### src/rtl/am_sdmod_pkg.sv
// Shared types and constants for the am_sdmod AM transmitter.
package am_sdmod_pkg;

    typedef enum logic [1:0] {
        ST_IDLE = 2'd0,
        ST_UP   = 2'd1,
        ST_ON   = 2'd2,
        ST_DOWN = 2'd3
    } env_state_e;

    typedef struct packed {
        logic        we;
        logic [1:0]  addr;
        logic [31:0] data;
    } wb_req_t;

    localparam logic [1:0]  ADDR_CTRL   = 2'd0;
    localparam logic [1:0]  ADDR_RAMP   = 2'd1;
    localparam logic [1:0]  ADDR_SATCNT = 2'd2;
    localparam logic [1:0]  ADDR_STATUS = 2'd3;

    localparam logic [15:0] RESET_GAIN  = 16'h4000;
    localparam logic [15:0] SAT_CNT_MAX = 16'hFFFF;

endpackage

### src/rtl/am_sdmod_sd.sv
// Sigma-delta core: first-order accumulator by default, second-order saturating
// noise shaper when AM_SDMOD_SECOND_ORDER_EN is defined.
module am_sdmod_sd
    import am_sdmod_pkg::*;
#(
    parameter int IW = 16
)(
    input  logic          i_clk,
    input  logic          i_reset,
    input  logic [IW-1:0] i_level,
    output logic          o_y
);

`ifdef AM_SDMOD_SECOND_ORDER_EN
    localparam int AW = IW + 4;
    localparam logic [AW-1:0] FB    = {4'b0001, {IW{1'b0}}};
    localparam logic [AW-1:0] A_MAX = {1'b0, {(AW-1){1'b1}}};
    localparam logic [AW-1:0] A_MIN = {1'b1, {(AW-1){1'b0}}};

    logic [AW-1:0] r_i1, r_i2, w_fb;
    logic [AW+1:0] w_sum1, w_sum2;

    // Two guard bits: the top three bits agree only when the sum fits in AW.
    function automatic logic [AW-1:0] sat(input logic [AW+1:0] v);
        if (v[AW+1:AW-1] == 3'b000 || v[AW+1:AW-1] == 3'b111)
            sat = v[AW-1:0];
        else
            sat = v[AW+1] ? A_MIN : A_MAX;
    endfunction

    assign o_y    = ~r_i2[AW-1];
    assign w_fb   = o_y ? FB : '0;
    assign w_sum1 = {{2{r_i1[AW-1]}}, r_i1} + {6'b0, i_level} - {2'b00, w_fb};
    assign w_sum2 = {{2{r_i2[AW-1]}}, r_i2} + {{2{r_i1[AW-1]}}, r_i1} - {2'b00, w_fb};

    always_ff @(posedge i_clk) begin
        if (i_reset) begin
            r_i1 <= '0;
            r_i2 <= '0;
        end else begin
            r_i1 <= sat(w_sum1);
            r_i2 <= sat(w_sum2);
        end
    end
`else
    logic [IW:0] r_acc;

    assign o_y = r_acc[IW];

    always_ff @(posedge i_clk) begin
        if (i_reset)
            r_acc <= '0;
        else
            r_acc <= {1'b0, r_acc[IW-1:0]} + {1'b0, i_level};
    end
`endif

endmodule

### src/rtl/am_sdmod.sv
// AM modulator: gain/saturate, carrier bias, envelope ramp, sigma-delta to a lane group.
// Modulator order selected by AM_SDMOD_SECOND_ORDER_EN (see am_sdmod_sd).
module am_sdmod
    import am_sdmod_pkg::*;
#(
    parameter int IW        = 16,
    parameter int GW        = 16,
    parameter int RAMP_BITS = 10,
    parameter int LANES     = 2
)(
    input  logic                 i_clk,
    input  logic                 i_reset,
    input  logic                 i_wb_cyc,
    input  logic                 i_wb_stb,
    input  logic                 i_wb_we,
    input  logic [1:0]           i_wb_addr,
    input  logic [31:0]          i_wb_data,
    input  logic [3:0]           i_wb_sel,
    output logic                 o_wb_stall,
    output logic                 o_wb_ack,
    output logic [31:0]          o_wb_data,
    input  logic                 i_ce,
    input  logic signed [IW-1:0] i_sample,
    input  logic                 i_rf_en,
    output logic [LANES-1:0]     o_rf_data,
    output logic                 o_sat
);

    localparam int PW = IW + GW;
    localparam int SW = IW + 3;
    localparam int EW = RAMP_BITS + 1;
    localparam logic [EW-1:0]        ENV_FULL = {1'b1, {RAMP_BITS{1'b0}}};
    localparam logic signed [PW-1:0] S2_MAX   = PW'({1'b0, {(IW-1){1'b1}}});
    localparam logic signed [PW-1:0] S2_MIN   = ~S2_MAX;
    localparam logic signed [SW-1:0] BIAS     = SW'(1) <<< (IW-1);

    wb_req_t w_req;
    logic    w_bus, w_wr;
    logic [31:0] w_rdata;

    logic signed [GW-1:0] r_gain;
    logic signed [13:0]   r_carrier;
    logic                 r_tx_on;
    logic [15:0]          r_ramp_div, r_sat_cnt;
    logic                 r_ack;
    logic [31:0]          r_rdata;

    env_state_e    r_state, w_state_nxt;
    logic [EW-1:0] r_env;
    logic [15:0]   r_div_cnt;
    logic          w_tick, w_env_inc, w_env_dec;

    logic signed [PW-1:0] r_s1_prod, w_prod_sh;
    logic [13:0]          r_s1_car, r_s2_car;
    logic signed [IW-1:0] r_s2, w_s2_sat;
    logic signed [SW-1:0] w_s3_sum;
    logic [IW-1:0]        r_s3, w_s3_clamp, r_level;
    logic [IW+EW-1:0]     w_s4_prod;
    logic                 w_clip, w_clip_evt, r_sat;
    logic                 w_y;
    logic                 w_unused;

    assign w_req      = '{we: i_wb_we, addr: i_wb_addr, data: i_wb_data};
    assign w_bus      = i_wb_cyc & i_wb_stb;
    assign w_wr       = w_bus & w_req.we;
    assign o_wb_stall = 1'b0;
    assign o_wb_ack   = r_ack;
    assign o_wb_data  = r_rdata;
    assign o_sat      = r_sat;
    assign w_unused   = ^{i_wb_sel, w_req.data[30], w_s4_prod[IW+EW-1], w_s4_prod[RAMP_BITS-1:0]};

    always_comb begin
        case (w_req.addr)
            ADDR_CTRL:   w_rdata = {r_tx_on, 1'b0, r_carrier, 16'(r_gain)};
            ADDR_RAMP:   w_rdata = {16'b0, r_ramp_div};
            ADDR_SATCNT: w_rdata = {16'b0, r_sat_cnt};
            default:     w_rdata = 32'({r_env, 14'b0, r_state});
        endcase
    end

    always_ff @(posedge i_clk) begin
        if (i_reset) begin
            r_gain     <= RESET_GAIN[GW-1:0];
            r_carrier  <= '0;
            r_tx_on    <= 1'b0;
            r_ramp_div <= '0;
            r_ack      <= 1'b0;
            r_rdata    <= '0;
        end else begin
            r_ack <= w_bus;
            if (w_bus)
                r_rdata <= w_rdata;
            if (w_wr) begin
                case (w_req.addr)
                    ADDR_CTRL: begin
                        r_gain    <= w_req.data[GW-1:0];
                        r_carrier <= w_req.data[29:16];
                        r_tx_on   <= w_req.data[31];
                    end
                    ADDR_RAMP: r_ramp_div <= w_req.data[15:0];
                    default: ;
                endcase
            end
        end
    end

    // A clear racing a clip keeps that clip, so the count restarts at 1.
    always_ff @(posedge i_clk) begin
        if (i_reset)
            r_sat_cnt <= '0;
        else if (w_wr && w_req.addr == ADDR_SATCNT)
            r_sat_cnt <= {15'b0, w_clip_evt};
        else if (w_clip_evt && r_sat_cnt != SAT_CNT_MAX)
            r_sat_cnt <= r_sat_cnt + 16'd1;
    end

    assign w_prod_sh  = r_s1_prod >>> (GW-1);
    assign w_clip_evt = i_ce & w_clip;

    always_comb begin
        w_clip   = 1'b1;
        w_s2_sat = w_prod_sh[IW-1:0];
        if (w_prod_sh > S2_MAX)
            w_s2_sat = S2_MAX[IW-1:0];
        else if (w_prod_sh < S2_MIN)
            w_s2_sat = S2_MIN[IW-1:0];
        else
            w_clip = 1'b0;
    end

    assign w_s3_sum = SW'(r_s2) + BIAS + (SW'($signed(r_s2_car)) <<< (IW-14));

    always_comb begin
        if (w_s3_sum[SW-1])
            w_s3_clamp = '0;
        else if (|w_s3_sum[SW-2:IW])
            w_s3_clamp = '1;
        else
            w_s3_clamp = w_s3_sum[IW-1:0];
    end

    assign w_s4_prod = (IW+EW)'(r_s3) * (IW+EW)'(r_env);

    // Carrier travels with its sample so a mid-stream write never mixes settings.
    always_ff @(posedge i_clk) begin
        if (i_reset) begin
            r_s1_prod <= '0;
            r_s1_car  <= '0;
            r_s2      <= '0;
            r_s2_car  <= '0;
            r_s3      <= '0;
            r_level   <= '0;
        end else if (i_ce) begin
            r_s1_prod <= PW'(i_sample) * PW'(r_gain);
            r_s1_car  <= r_carrier;
            r_s2      <= w_s2_sat;
            r_s2_car  <= r_s1_car;
            r_s3      <= w_s3_clamp;
            r_level   <= w_s4_prod[IW+RAMP_BITS-1:RAMP_BITS];
        end
    end

    always_ff @(posedge i_clk) begin
        if (i_reset)
            r_sat <= 1'b0;
        else
            r_sat <= w_clip_evt;
    end

    always_ff @(posedge i_clk) begin
        if (i_reset) begin
            r_state   <= ST_IDLE;
            r_env     <= '0;
            r_div_cnt <= '0;
        end else begin
            r_state <= w_state_nxt;
            if (w_state_nxt != r_state || w_tick)
                r_div_cnt <= '0;
            else
                r_div_cnt <= r_div_cnt + 16'd1;
            if (w_env_inc)
                r_env <= r_env + EW'(1);
            else if (w_env_dec)
                r_env <= r_env - EW'(1);
        end
    end

    always_comb begin
        w_state_nxt = r_state;
        case (r_state)
            ST_IDLE: if (r_tx_on) w_state_nxt = ST_UP;
            ST_UP: begin
                if (!r_tx_on)             w_state_nxt = ST_DOWN;
                else if (r_env == ENV_FULL) w_state_nxt = ST_ON;
            end
            ST_ON:   if (!r_tx_on) w_state_nxt = ST_DOWN;
            ST_DOWN: begin
                if (r_tx_on)           w_state_nxt = ST_UP;
                else if (r_env == '0)  w_state_nxt = ST_IDLE;
            end
        endcase
    end

    always_comb begin
        w_tick    = (r_div_cnt == r_ramp_div);
        w_env_inc = 1'b0;
        w_env_dec = 1'b0;
        case (r_state)
            ST_UP:   w_env_inc = w_tick && (r_env != ENV_FULL);
            ST_DOWN: w_env_dec = w_tick && (r_env != '0);
            default: ;
        endcase
    end

    am_sdmod_sd #(.IW(IW)) u_sd (
        .i_clk   (i_clk),
        .i_reset (i_reset),
        .i_level (r_level),
        .o_y     (w_y)
    );

    for (genvar g = 0; g < LANES; g++) begin : g_lane
        logic r_bit;
        always_ff @(posedge i_clk) begin
            if (i_reset)
                r_bit <= 1'b0;
            else
                r_bit <= i_rf_en ? w_y : ~r_bit;
        end
        assign o_rf_data[g] = r_bit;
    end

endmodule

### config.mk
export PLATFORM = sky130hd
export DESIGN_NAME = am_sdmod
export DESIGN_NICKNAME = d
export VERILOG_FILES = /design/src/rtl/am_sdmod_pkg.sv /design/src/rtl/am_sdmod_sd.sv /design/src/rtl/am_sdmod.sv
export SDC_FILE = /design/constraint.sdc
export NUM_CORES = 2
export LEC_CHECK = 0
export CELL_PAD_IN_SITES_DETAIL_PLACEMENT = 1
export CELL_PAD_IN_SITES_GLOBAL_PLACEMENT = 1
export CORE_ASPECT_RATIO = 1.4
export CORE_MARGIN = 1.5
export CORE_UTILIZATION = 40
export CTS_CLUSTER_SIZE = 25
export DETAILED_ROUTE_END_ITERATION = 10
export DONT_BUFFER_PORTS = 1
export HOLD_SLACK_MARGIN = 0.12
export PLACE_DENSITY_LB_ADDON = 0.12
export REMOVE_ABC_BUFFERS = 1
export SLEW_MARGIN = 30
export SYNTH_ARGS = -nofsm -noshare
export SYNTH_HDL_FRONTEND = slang
export SYNTH_SLANG_ARGS = --single-unit
### constraint.sdc
create_clock -name i_clk -period 9.85 [get_ports i_clk]
set_input_delay 1.97 -clock i_clk [delete_from_list [all_inputs] [get_ports i_clk]]
set_output_delay 1.97 -clock i_clk [all_outputs]
set_load 0.02 [all_outputs]
==> reports/summary.txt <==
Fin Setup TNS: 0 ns
Final period util: 76.01%
Detailed Place HPWL: 55.19 mm
Initial core utilization: 40.44%
Comb pwr share: 22.4%
Synth top area cells: fa_1 30%, dfxtp_1 19%, ha_1 9.5%, inv_1 6.8%, nand2_1 5.9%
Sequential-to-total area share from yosys stat: 18.58%
Post-synth top area share: 30.34%
Hold crit path type: flop to flop
Critical path fanouts, max: 16
Worst setup SP type: input pin
Via count: 18.86k
Die Area: 0.06539 sq mm
Final Max Slew Viols: 0
Tmin final: 7.487 ns
Peak supply drop: 0.1324 mV
CP arrival: 7.98 ns
CTS Buf Count: 27
Syn avg cell area: 8.784 sq um
Number of synthesized flops with an enable pin: 0
RSZ-0062 raised after global routing: no
Top-Level Pins: 98
DRT antenna net count: 0
Antenna cells: 0
Clock Power Share: 38.0%
Setup bufs post-CTS: 0
Global-route wire length before repair: 115.2 mm
Gr usage total: 22.28%
Worst r2r src: r_gain[4]
Sink Count: 237
Initial antenna violation count: 1
Synth unique cells: 66
DIE HEIGHT: 302.0 microns
Worst stage delay on the critical path: 0.59 ns
Clk Latency, worst-skew pair: 0.58 ns
Share of layout cells above drive strength 1: 3.181%
Worst path most repeated cell: fa_1
Gates resized, CTS repair: 0
Slowest-stage cell, CP: o311ai_0
Leak: 0.01247 uW
Sw frac: 31.62%
I/O Buffers: 0
GP Congestion: 0.8119
Area Overhead vs Synth: 6.198%
Outcome: finished, final reports clean
Cell Chain, Critical Path: and2_1 > fa_1 > inv_1 > fa_1 > fa_1 > fa_1 > inv_1 > fa_1 > fa_1 > ha_1 > a211oi_1 > o221ai_1 > a211oi_1 > o211ai_1 > o311ai_0 > a31oi_1 > a21oi_1 > xnor2_1 > mux2i_1 > nor2_1
Yosys warns: 0
#FFs+latches synth: 237
P_sw: 873.2 uW
Largest net degree at the start of global routing: 215
Max cap viols: 0
Worst Setup SP: i_sample[7]
Reg power frac: 39.6%
Chip width: 216.5 microns
WHS: 0.4598 ns
Via-per-instance ratio: 5.152
Reg clk slew, reported paths: 0.06 ns
Synthesized area: 0.02554 sq mm
CTS root buffer: clkbuf_16
CTS tree: yes
Worst Hold Launch: r_gain[11]
Power Internal: 1889 uW
Worst rel slew slack: 27.14%
Most frequent cells in the layout: 464 x inv_1, 402 x nand2_1, 387 x fa_1
Grt total ovfl: 0
Pwr/cell area: 101.8 mW/mm^2
Wire per inst: 19.29 microns
Fin. Hold Viols: 0
WP data required: 10.34 ns
Clock Path Buffers: 3
Critical path class: input pin to flop
Fmax: 133.6 MHz
Residual DRC: 0
Post-synth top area cell: fa_1
Most common cell after layout, fill and taps aside: inv_1
Async S/R FF share, synth: 0%
Crit. End Element: flop
Post-Synthesis Cells: 2907
Final nets: 3454
H-tree Lvls: 1
Final setup viols: 0
Num rows: 109
Worst-margin pin slew: 1.091 ns
Hold Buf Count CTS: 0
Iter 0 DRT Violations: 640
Core area: 0.06314 sq mm
Ys flop type: dfxtp_1
Vias in the first global route: 21.48k
Worst Skew: 0.03224 ns
Total wire length: 70.64 mm
TritonRoute pass-1 iters: 5
routing by layer:
layer	global-route usage (%)	wire (microns)	vias to the layer above
met3	2.775	2176	97
met1	25.00	28040	9667
met5	0	0	-
met2	43.57	38520	237
li1	-	-	8861
met4	6.333	1896	0
sequential cells by signal, indices dropped and copies added, names as in the netlist:
register / count
o_wb_data: 31
g_lane.r_bit: 2
r_s3: 16
r_s1_prod: 17
o_wb_ack: 1
r_sat_cnt: 16
r_tx_on: 1
u_sd.r_acc: 17
r_s2: 16
r_s1_car: 14
o_sat: 1
r_state: 2
r_env: 11
r_div_cnt: 16
r_ramp_div: 16
r_gain: 16
r_carrier: 14
r_s2_car: 14
r_level: 16
worst max-delay path: cells and delay by family:
kind	cells	cell delay, ns
fa+ha+maj	7	3.26
compound gates	7	2.14
simple gates	2	0.26
xor+xnor	1	0.14
buf+inv	2	0.10
mux	1	0.09
logic make-up (layout without fill, tap and decap cells):
family | Yosys count | after routing | share of synthesized area (%)
adders and majority gates | 581 | 581 | 39.85
AOI/OAI and AO/OA | 326 | 326 | 8.193
and+or+nand+nor | 960 | 960 | 17.36
xor gates and xnor gates | 119 | 119 | 4.082
DFF | 237 | 237 | 18.58
other | 1 | 2 | 0.01469
buffers and inverters | 614 | 535 | 9.128
muxes | 69 | 69 | 2.803
stage by stage:
stage / cell area (sq um) / util [%] / cells / total power [uW] / worst slack (ns)
final: 27120 / 42.95 / 3661 / 2762 / 2.363
after CTS: 27110 / 42.94 / 3661 / 2814 / 2.306
after detailed placement: 26200 / 41.50 / 3615 / 1741 / 1.723
after floorplan: 24950 / - / 2759 / 1541 / 2.412
after global placement: 26190 / 41.48 / 3615 / 1712 / 1.805
after global routing: 27120 / 42.95 / 3661 / 2930 / 1.872
synthesized netlist by cell type (6+ instances only):
library cell  number
a211oi_1          23
a221oi_1           7
nor3_1            33
nor2_1           219
nand2_1          403
o211ai_1           6
and2_1           196
nand3_1           25
a31oi_1           12
o21bai_1           7
inv_1            464
a311oi_1          15
a21oi_1          119
a21o_1            30
ha_1             194
nand4_1           14
mux2i_1           67
and3_1            15
dfxtp_1          237
nor2b_1            7
or3_1              8
clkbuf_1         131
xnor2_1           74
buf_1             12
xor2_1            45
nand2b_1          13
o21a_1             7
fa_1             387
o21ai_0           54
a22oi_1           15
power by group through the flow:
stage               Sequential (uW)  Combinational [uW]  Clock [uW]
floorplan                      1090                 452           0
global placement               1110                 599           0
detailed placement             1120                 624           0
CTS                            1100                 630        1090
global route                   1100                 708        1120
finish                         1090                 618        1050
path summary, 6_finish.rpt:
kind / slack (ns) / cells past startpoint / to
max: 2.36 / 20 / r_s1_prod[26]
min: 0.46 / 2 / r_gain[11]
min reg2reg: 0.46 / 2 / r_gain[11]
max reg2reg: 2.81 / 20 / r_s1_prod[26]
layout make-up:
| cell class | instances | area [sq um] |
|---|---|---|
| fill | 7340 | 36030 |
| multi-input combinational | 2057 | 18500 |
| sequential | 237 | 4746 |
| inverter | 465 | 1745 |
| tap | 832 | 1041 |
| clock buffer | 38 | 767.0 |
| timing repair buffer | 24 | 180.2 |
| clock inverter | 8 | 141.4 |
Power figures use the tool's default switching activity.
